===== src/rtl/cfg_pkg.sv =====
// -----------------------------------------------------------------------------
// cfg_pkg
// Shared types and defaults for the serial configuration loader.
//   CFG_W_DEF       default config bits per logic block (4 mux4to1 inputs +
//                   1 mux2to1 select)
//   NUM_BLOCKS_DEF  default number of logic blocks programmed per load
//   loader_state_t  loader FSM encoding (also exported on the debug port)
//   cfg_word_t      one default-width config word
// -----------------------------------------------------------------------------
package cfg_pkg;

  localparam int CFG_W_DEF      = 5;
  localparam int NUM_BLOCKS_DEF = 4;

  typedef enum logic [2:0] {
    IDLE  = 3'd0,
    SHIFT = 3'd1,
    WRITE = 3'd2,
    DONE  = 3'd3,
    ERROR = 3'd4
  } loader_state_t;

  typedef logic [CFG_W_DEF-1:0] cfg_word_t;

  // Even parity over data + parity bit: the running XOR of the data bits
  // combined with the received parity bit must come out 0.
  function automatic logic even_parity_ok(input logic acc, input logic pbit);
    return ~(acc ^ pbit);
  endfunction

endpackage


===== src/rtl/cfg_word_assembler.sv =====
// -----------------------------------------------------------------------------
// cfg_word_assembler
// Serial-in, LSB-first word assembler with bit counter and parity accumulator.
// Ports:
//   clk        in   system clock, rising edge
//   reset      in   asynchronous, active-low reset
//   clear      in   restart assembly at bit 0 (new load)
//   shift_en   in   a bit is accepted this cycle
//   bit_in     in   serial data bit
//   word_full  out  this accept completes the word (combinational)
//   parity_ok  out  received parity bit matches even parity (valid with
//                   word_full when PARITY_EN)
//   word       out  assembled word including the bit accepted this cycle
// With PARITY_EN the word is CFG_W data bits followed by one parity bit, so
// the counter runs 0..CFG_W; otherwise it runs 0..CFG_W-1.
// -----------------------------------------------------------------------------
module cfg_word_assembler
  import cfg_pkg::*;
#(
  parameter int CFG_W     = CFG_W_DEF,
  parameter bit PARITY_EN = 1'b0
) (
  input  logic             clk,
  input  logic             reset,
  input  logic             clear,
  input  logic             shift_en,
  input  logic             bit_in,
  output logic             word_full,
  output logic             parity_ok,
  output logic [CFG_W-1:0] word
);

  localparam int CW = $clog2(CFG_W + 1);
  localparam logic [CW-1:0] LAST_IDX = PARITY_EN ? CW'(CFG_W) : CW'(CFG_W - 1);

  logic [CFG_W-1:0] shift_q;
  logic [CW-1:0]    bit_idx;
  logic             par_q;

  // The word is presented with the incoming bit already merged so the loader
  // can register it on the same edge that accepts the last data bit. The
  // parity bit (bit_idx == CFG_W) never lands in the data field.
  always_comb begin
    word = shift_q;
    for (int i = 0; i < CFG_W; i++) begin
      if (shift_en && (bit_idx == CW'(i))) begin
        word[i] = bit_in;
      end
    end
  end

  assign word_full = shift_en && (bit_idx == LAST_IDX);
  assign parity_ok = even_parity_ok(par_q, bit_in);

  always_ff @(posedge clk or negedge reset) begin
    if (!reset) begin
      shift_q <= '0;
      bit_idx <= '0;
      par_q   <= 1'b0;
    end else if (clear) begin
      shift_q <= '0;
      bit_idx <= '0;
      par_q   <= 1'b0;
    end else if (shift_en) begin
      shift_q <= word;
      if (word_full) begin
        bit_idx <= '0;
        par_q   <= 1'b0;
      end else begin
        bit_idx <= bit_idx + CW'(1);
        par_q   <= par_q ^ bit_in;
      end
    end
  end

endmodule


===== src/rtl/config_loader.sv =====
// -----------------------------------------------------------------------------
// config_loader
// Serial configuration writer for the logic-block config registers. Receives
// a bitstream, assembles one CFG_W-bit word per block and writes it into the
// block register selected by a one-hot strobe.
// Ports:
//   clk        in   system clock, rising edge
//   reset      in   asynchronous, active-low reset (aborts a load at once)
//   start      in   begin a load; honoured only in IDLE/DONE/ERROR
//   bit_in     in   serial config bit, LSB of each word first
//   bit_valid  in   bit_in is valid this cycle
//   bit_ready  out  loader accepts a bit this cycle (high only in SHIFT)
//   cfg_word   out  word to the block registers; holds last written value
//   cfg_we     out  one-hot write strobe, bit i = block i, only in WRITE
//   busy       out  load in progress (SHIFT/WRITE)
//   done       out  all NUM_BLOCKS words written
//   error      out  parity failure; constant 0 without CFG_PARITY_EN
//   state_dbg  out  current FSM state (loader_state_t encoding)
// Handshake: a bit transfers on a rising edge where bit_valid && bit_ready;
//   bit_valid while bit_ready is low is ignored, and the source may stall
//   for any number of cycles.
// Build option: define CFG_PARITY_EN to expect one even-parity bit after each
//   word; a mismatch drops that word and parks the loader in ERROR.
// -----------------------------------------------------------------------------
module config_loader
  import cfg_pkg::*;
#(
  parameter int NUM_BLOCKS = NUM_BLOCKS_DEF,
  parameter int CFG_W      = CFG_W_DEF
) (
  input  logic                  clk,
  input  logic                  reset,
  input  logic                  start,
  input  logic                  bit_in,
  input  logic                  bit_valid,
  output logic                  bit_ready,
  output logic [CFG_W-1:0]      cfg_word,
  output logic [NUM_BLOCKS-1:0] cfg_we,
  output logic                  busy,
  output logic                  done,
  output logic                  error,
  output logic [2:0]            state_dbg
);

`ifdef CFG_PARITY_EN
  localparam bit PARITY_EN = 1'b1;
`else
  localparam bit PARITY_EN = 1'b0;
`endif

  localparam int BW = (NUM_BLOCKS > 1) ? $clog2(NUM_BLOCKS) : 1;
  localparam logic [NUM_BLOCKS-1:0] ONE_HOT0 = NUM_BLOCKS'(1);
  localparam logic [BW-1:0]         LAST_BLK = BW'(NUM_BLOCKS - 1);

  loader_state_t    state;
  logic [BW-1:0]    blk_idx;

  logic             accept;
  logic             load_start;
  logic             word_full;
  logic             parity_ok;
  logic             word_bad;
  logic [CFG_W-1:0] word;

  // bit_ready is registered and high exactly while in SHIFT, so the accept
  // term needs no separate state qualifier.
  assign accept     = bit_valid && bit_ready;
  assign load_start = start && ((state == IDLE) || (state == DONE) ||
                                (state == ERROR));
  assign word_bad   = PARITY_EN && !parity_ok;
  assign state_dbg  = state;

  cfg_word_assembler #(
    .CFG_W     (CFG_W),
    .PARITY_EN (PARITY_EN)
  ) u_asm (
    .clk       (clk),
    .reset     (reset),
    .clear     (load_start),
    .shift_en  (accept),
    .bit_in    (bit_in),
    .word_full (word_full),
    .parity_ok (parity_ok),
    .word      (word)
  );

  // All outputs are registered and updated on the transition into the state
  // that owns them, so each output lines up with its state cycle.
  always_ff @(posedge clk or negedge reset) begin
    if (!reset) begin
      state     <= IDLE;
      blk_idx   <= '0;
      bit_ready <= 1'b0;
      cfg_word  <= '0;
      cfg_we    <= '0;
      busy      <= 1'b0;
      done      <= 1'b0;
      error     <= 1'b0;
    end else begin
      cfg_we <= '0;
      case (state)
        IDLE, DONE, ERROR: begin
          if (start) begin
            state     <= SHIFT;
            blk_idx   <= '0;
            bit_ready <= 1'b1;
            busy      <= 1'b1;
            done      <= 1'b0;
            error     <= 1'b0;
          end
        end
        SHIFT: begin
          if (word_full) begin
            bit_ready <= 1'b0;
            if (word_bad) begin
              // Failed word is dropped: no strobe, cfg_word keeps old value.
              state <= ERROR;
              busy  <= 1'b0;
              error <= 1'b1;
            end else begin
              state    <= WRITE;
              cfg_word <= word;
              cfg_we   <= ONE_HOT0 << blk_idx;
            end
          end
        end
        WRITE: begin
          if (blk_idx == LAST_BLK) begin
            state <= DONE;
            busy  <= 1'b0;
            done  <= 1'b1;
          end else begin
            state     <= SHIFT;
            blk_idx   <= blk_idx + BW'(1);
            bit_ready <= 1'b1;
          end
        end
        default: begin
          state     <= IDLE;
          bit_ready <= 1'b0;
          busy      <= 1'b0;
          done      <= 1'b0;
          error     <= 1'b0;
        end
      endcase
    end
  end

endmodule


===== config.mk =====
export PLATFORM = sky130hd
export DESIGN_NAME = config_loader
export DESIGN_NICKNAME = d
export VERILOG_FILES = /design/src/rtl/cfg_pkg.sv /design/src/rtl/cfg_word_assembler.sv /design/src/rtl/config_loader.sv
export SDC_FILE = /design/constraint.sdc
export NUM_CORES = 1
export LEC_CHECK = 0
export ABC_AREA = 1
export ABC_CLOCK_PERIOD_IN_PS = 1600
export CORE_UTILIZATION = 61
export CTS_CLUSTER_DIAMETER = 60
export DETAILED_ROUTE_END_ITERATION = 12
export DONT_BUFFER_PORTS = 1
export GPL_TIMING_DRIVEN = 0
export PLACE_DENSITY = 0.86
export SETUP_SLACK_MARGIN = 0.2
export SYNTH_ARGS = -nofsm -noshare
export SYNTH_HDL_FRONTEND = slang
export SYNTH_SLANG_ARGS = --single-unit

===== constraint.sdc =====
create_clock -name clk -period 1.6 [get_ports clk]
set_clock_uncertainty 0.05 [all_clocks]
set_input_delay 0.16 -clock clk [delete_from_list [all_inputs] [get_ports clk]]
set_output_delay 0.16 -clock clk [all_outputs]
set_load 0.005 [all_outputs]

# After elaboration in Yosys (flattened, before gate mapping)
# Cells that the tools add are included.
# op_classes
reduce_logical	21
add_sub_neg	2
eq_ne	13
bitwise	2
muxes	29
n_shift	1
# op_table
operator	n
2-to-1 mux 3 bit	5
equality test 3 x 2 -> 1 bit (second input constant)	4
2-to-1 mux 1 bit	11
2-to-1 mux 5 bit	2
one-hot mux 1 bit (3 select lines)	3
one-hot mux 3 bit (3 select lines)	1
AND reduction 3 bit	3
2-to-1 mux 4 bit	2
logical AND 1 bit	7
equality test 3 x 1 -> 1 bit (second input constant)	2
equality test 3 bit (second input constant)	2
logical NOT 3 bit	2
2-to-1 mux 2 bit	3
inequality test 2 bit (second input constant)	3
AND reduction 2 bit	3
one-hot mux 2 bit (2 select lines)	1
nonzero test 2 bit	2
<< shifter 1 x 2 -> 4 bit (first input constant)	1
adder 3 x 1 -> 3 bit (second input constant)	1
OR reduction 3 bit	1
adder 2 x 1 -> 2 bit (second input constant)	1
equality test 2 bit (second input constant)	1
logical OR 1 bit	2
inequality test 2 x 1 -> 1 bit (second input constant)	1
3 further kinds	4
# totals
out_inout_bits	16
wordCells	78
ff_bits	26

# Depth between registers and ports, before layout
# depth
word_depth	5
ltp_mapped	8

# Hierarchy
# A second synthesis with hierarchy kept.
# hier_totals
hier_cells	169
area_unflattened_um2	1413.9
# modules_own_cells
module	area_per_inst_um2	instances	seq_area_each_um2	cells_each
config_loader	858.3	1	400.4	103
cfg_word_assembler	555.5	1	225.2	66

# Least setup slack after synthesis
# Ideal clock, no wire load.
# synth_timing
path_type	reg-to-reg
startpoint	reg state[0] (netlist: state_dbg[0])
endpoint	reg bit_ready
setup_time_ns	0.117
t_required_ns	1.433
stages_incl_launch_ff	9
synth_period_minus_slack_ns	1.408
n_path_buf	0
arrival_ns	1.241
setup_slack_ns	0.192
cell_sequence	dfrtp_1 > inv_1 > ha_1 > nand2_1 > nand2_1 > inv_1 > nand2_1 > nand2_1 > nand2_1
# synth_between
elab_chain_len	4
word_cells_on_any_way	11
cone_classes	eq/ne: 7; mux: 1; reduce/logical: 3
# synth_rtl
item	line_no	rtl
from (decl)	config_loader.sv:55	loader_state_t state;
from (signal assigned)	config_loader.sv:91	state <= IDLE;
from (signal assigned)	config_loader.sv:104	state <= SHIFT;
from (signal assigned)	config_loader.sv:117	state <= ERROR;
equality test 3 x 2 -> 1 bit (tied with other cells)	config_loader.sv:101	case (state)
OR reduction 3 bit	config_loader.sv:101	
inequality test 2 bit (no line)	-	
AND reduction 3 bit (no line)	-	
to (signal assigned)	config_loader.sv:93	bit_ready <= 1'b0;
to (signal assigned)	config_loader.sv:106	bit_ready <= 1'b1;
to (signal assigned)	config_loader.sv:114	bit_ready <= 1'b0;
to (decl)	config_loader.sv:36	output logic bit_ready,
# Several ways; a longest one is shown, not always the timed one.
# A chain may end at the register's enable or synchronous reset.

# Worst setup path in the final report
# layout_timing
startpoint	reg state[0] (netlist: state_dbg[0])
endpoint	reg blk_idx[0]
# layout_between
elab_chain_len	4
word_cells_on_any_way	10
cone_classes	eq/ne: 5; mux: 1; reduce/logical: 4
# layout_rtl
item	line_no	rtl
equality test 3 x 2 -> 1 bit (tied with other cells)	config_loader.sv:101	
OR reduction 3 bit	config_loader.sv:101	
inequality test 2 bit (no line) or nonzero test 2 bit (tied branches)	-	
AND reduction 3 bit (no line)	-	
to (signal assigned)	config_loader.sv:134	blk_idx <= blk_idx + BW'(1);
to (decl)	config_loader.sv:56	logic [BW-1:0] blk_idx;
# Several ways; a longest one is shown, not always the timed one.

==> key figures <==
Detailed routing
  • DRT Pass-1 Iters: 4
  • Routed WL: 2.38 mm
  • Post-DR wirelength/cell: 12.7 um
  • Antenna Nets Post-Route: 0
  • # DRC: 0
  • Routed vias: 958
  • Vias per cell: 5.10
  • Iter 0 DRT Violations: 14

Clock tree
  • CTS max path bufs: 2
  • Clock latency on the worst-skew pair: 310 ps
  • Clock transition at the registers of the reported paths: 120 ps
  • Num CTS Buffers: 3
  • TritonCTS clock tree: done
  • CTS sink count: 23
  • H-tree depth: 1
  • CTS root buf: clkbuf_4

Placement
  • Cells after DPL: 178
  • Routability congestion estimate: 0.761
  • Post-DP HPWL: 1.64 mm
  • Quantity of I/O buffers inserted on ports: 0

Timing
  • Slew margin rel.: 33.1%
  • Worst-margin pin slew: 1000 ps
  • Tcrit/Tclk final: 84.9%
  • Final setup viols: 0
  • Highest Clock Rate: 736 MHz
  • Final Critical Period: 1360 ps
  • RSZ-0062 raised after global routing: true
  • Pins Over Slew Limit: 0
  • Setup TNS: 0 ps
  • Final Hold Fails: 0

Floorplan
  • Die area: 0.00224 mm2
  • Die W: 47.3 um
  • Starting Density: 64.6%
  • Die Ht: 47.3 um
  • Core area: 0.00194 mm2
  • Num ports: 21
  • # rows: 16

Worst setup path
  • CP Launch Point: state_dbg[0]$_DFFE_PN0P_
  • Critical path class: reg2reg
  • Critical path arrival: 1510 ps
  • Endpoint required time on the critical path: 1750 ps
  • CP Max Fanout: 7
  • Reg2reg start: state_dbg[0]$_DFFE_PN0P_
  • Startpoint Class: flip-flop
  • Setup crit end kind: flip-flop

Job
  • Maximum capacitance violations: 0

Global route
  • Vias in the first global route: 886
  • Grt met1 use: 25.9%
  • Overflow after GRT: 0
  • First-pass GRT wire length: 3.55 mm
  • GR Util met2: 41.4%
  • Largest net degree at the start of global routing: 24
  • Top Usage Layer GRT: met2
  • Initial antenna violation count: 0
  • Met3 usage: 5.77%
  • Tot GR Track Use: 23.1%

Final layout
  • ANT cells: 0
  • Non-filler cells, final: 188
  • Most common cell after layout, fill and taps aside: nand2_1
  • Nets: 179
  • Storage cell area: 578 um2
  • Layout cells sized above 1: 24.2%
  • Multi-input logic area: 664 um2
  • Leading cell types in the layout, fill and taps excluded: nand2_1, dfrtp_1, inv_1
  • Core Util, Final: 76.1%
  • FILL cells: 137
  • Area delta synth->final: 17.9%

Logic synthesis
  • Synth area leader: dfrtp_1
  • Synthesized area: 0.00125 mm2
  • YS warnings: 0
  • Yosys top cell area share: 45.9%
  • Cells after Synth: 150
  • Sequential element share of the synthesized area: 45.9%
  • Ranking of synthesized cells by area: dfrtp_1, ha_1, nand2_1, inv_1, nand3_1
  • Synth Register Bits: 23
  • Post-synthesis cell type count: 17
  • Syn_area_per_cell: 8.36 um2

Worst hold path
  • Hold/Removal Path Class: in2async

Power
  • Lkg Pwr: 0.779 nW
  • Worst IR Drop VDD: 0.949 mV
  • Power Dens Cells: 1360 mW/mm2

Run status
  • Status: complete, no violations
## cell usage after synthesis
cell and instances:
nand3b_1 1, and2_1 1, nor2_4 2, inv_1 24
nand2_1 39, nor2_1 15, nand2_4 3, conb_1 1
nand2_2 1, inv_2 1, inv_6 1, ha_1 12
dfrtp_1 23, buf_4 2, o21ai_2 2, o21ai_0 7
nand3_1 15
## kinds of logic (layout without fill, tap and decap cells)
| kind of cell | count (synthesis) | in the layout | share of synthesized area (%) |
|---|---|---|---|
| and+or+nand+nor | 77 | 77 | 28.2 |
| buffers and inverters | 28 | 38 | 9.38 |
| DFF | 23 | 23 | 45.9 |
| adders and majority gates | 12 | 12 | 12.0 |
| AOI/OAI and AO/OA | 9 | 9 | 4.19 |
| other | 1 | 2 | 0.299 |
## worst paths after layout
path                                             to  slack, ps  depth (start not counted)
max reg2reg                  blk_idx[0]$_DFFE_PN0P_        240                          6
max                          blk_idx[0]$_DFFE_PN0P_        240                          6
min reg2reg                 cfg_word[2]$_DFFE_PN0P_        460                          2
min                          blk_idx[0]$_DFFE_PN0P_         30                          1
max in group asynchronous  state_dbg[1]$_DFFE_PN0P_        800                          1
min in group clk            cfg_word[4]$_DFFE_PN0P_         50                          2
## final cells by class
| type | count | share of cell area (%) |
|---|---|---|
| multi-input combinational | 100 | 45.0 |
| tap | 27 | 2.29 |
| clock buffer | 4 | 1.78 |
| sequential | 23 | 39.1 |
| inverter | 26 | 7.11 |
| buffer | 2 | 1.02 |
| timing repair buffer | 6 | 3.73 |
## per-stage QoR
stage	cell area (um2)	setup slack, ps	hold WS, ps	power (mW)
after floorplan	1260	246	-186	1.34
after global placement	1290	87.0	-185	1.44
after detailed placement	1290	63.0	-185	1.48
after CTS	1380	207	22.3	1.84
after global routing	1480	138	52.0	2.18
final	1480	242	27.8	2.00
## report_power, final
group | switching [mW] | total, mW | internal [mW]
registers | 0.130 | 0.839 | 0.709
clock network | 0.167 | 0.264 | 0.0975
logic | 0.540 | 0.901 | 0.360
total | 0.837 | 2.00 | 1.17
## layer usage
layer | routed length (um) | vias to the layer above
li1 | - | 475
met1 | 967 | 447
met2 | 1220 | 27
met3 | 130 | 9
met4 | 67 | 0
met5 | 0 | -
## sequential cells by signal (all words and copies together), names as in the netlist
signal,cells
bit_ready,1
blk_idx,2
u_asm.bit_idx,3
u_asm.shift_q,4
cfg_word,5
state_dbg,2
done,1
busy,1
cfg_we,4
## critical path, stage by stage, from the launching register on
cell and delay, ps:
dfrtp_2 460, inv_2 60, ha_4 310, nand2_4 80
buf_4 140, nand3_1 70, o21ai_0 80
## what timing repair did
action	CTS	global route
endpoints found under the setup margin	15	21
gates resized for setup	8	26
pin swaps	1	6
hold endpoints to repair	24	3
hold buffers	2	1
setup buffers	2	1
Note: power is estimated with default switching activity, not from simulation.
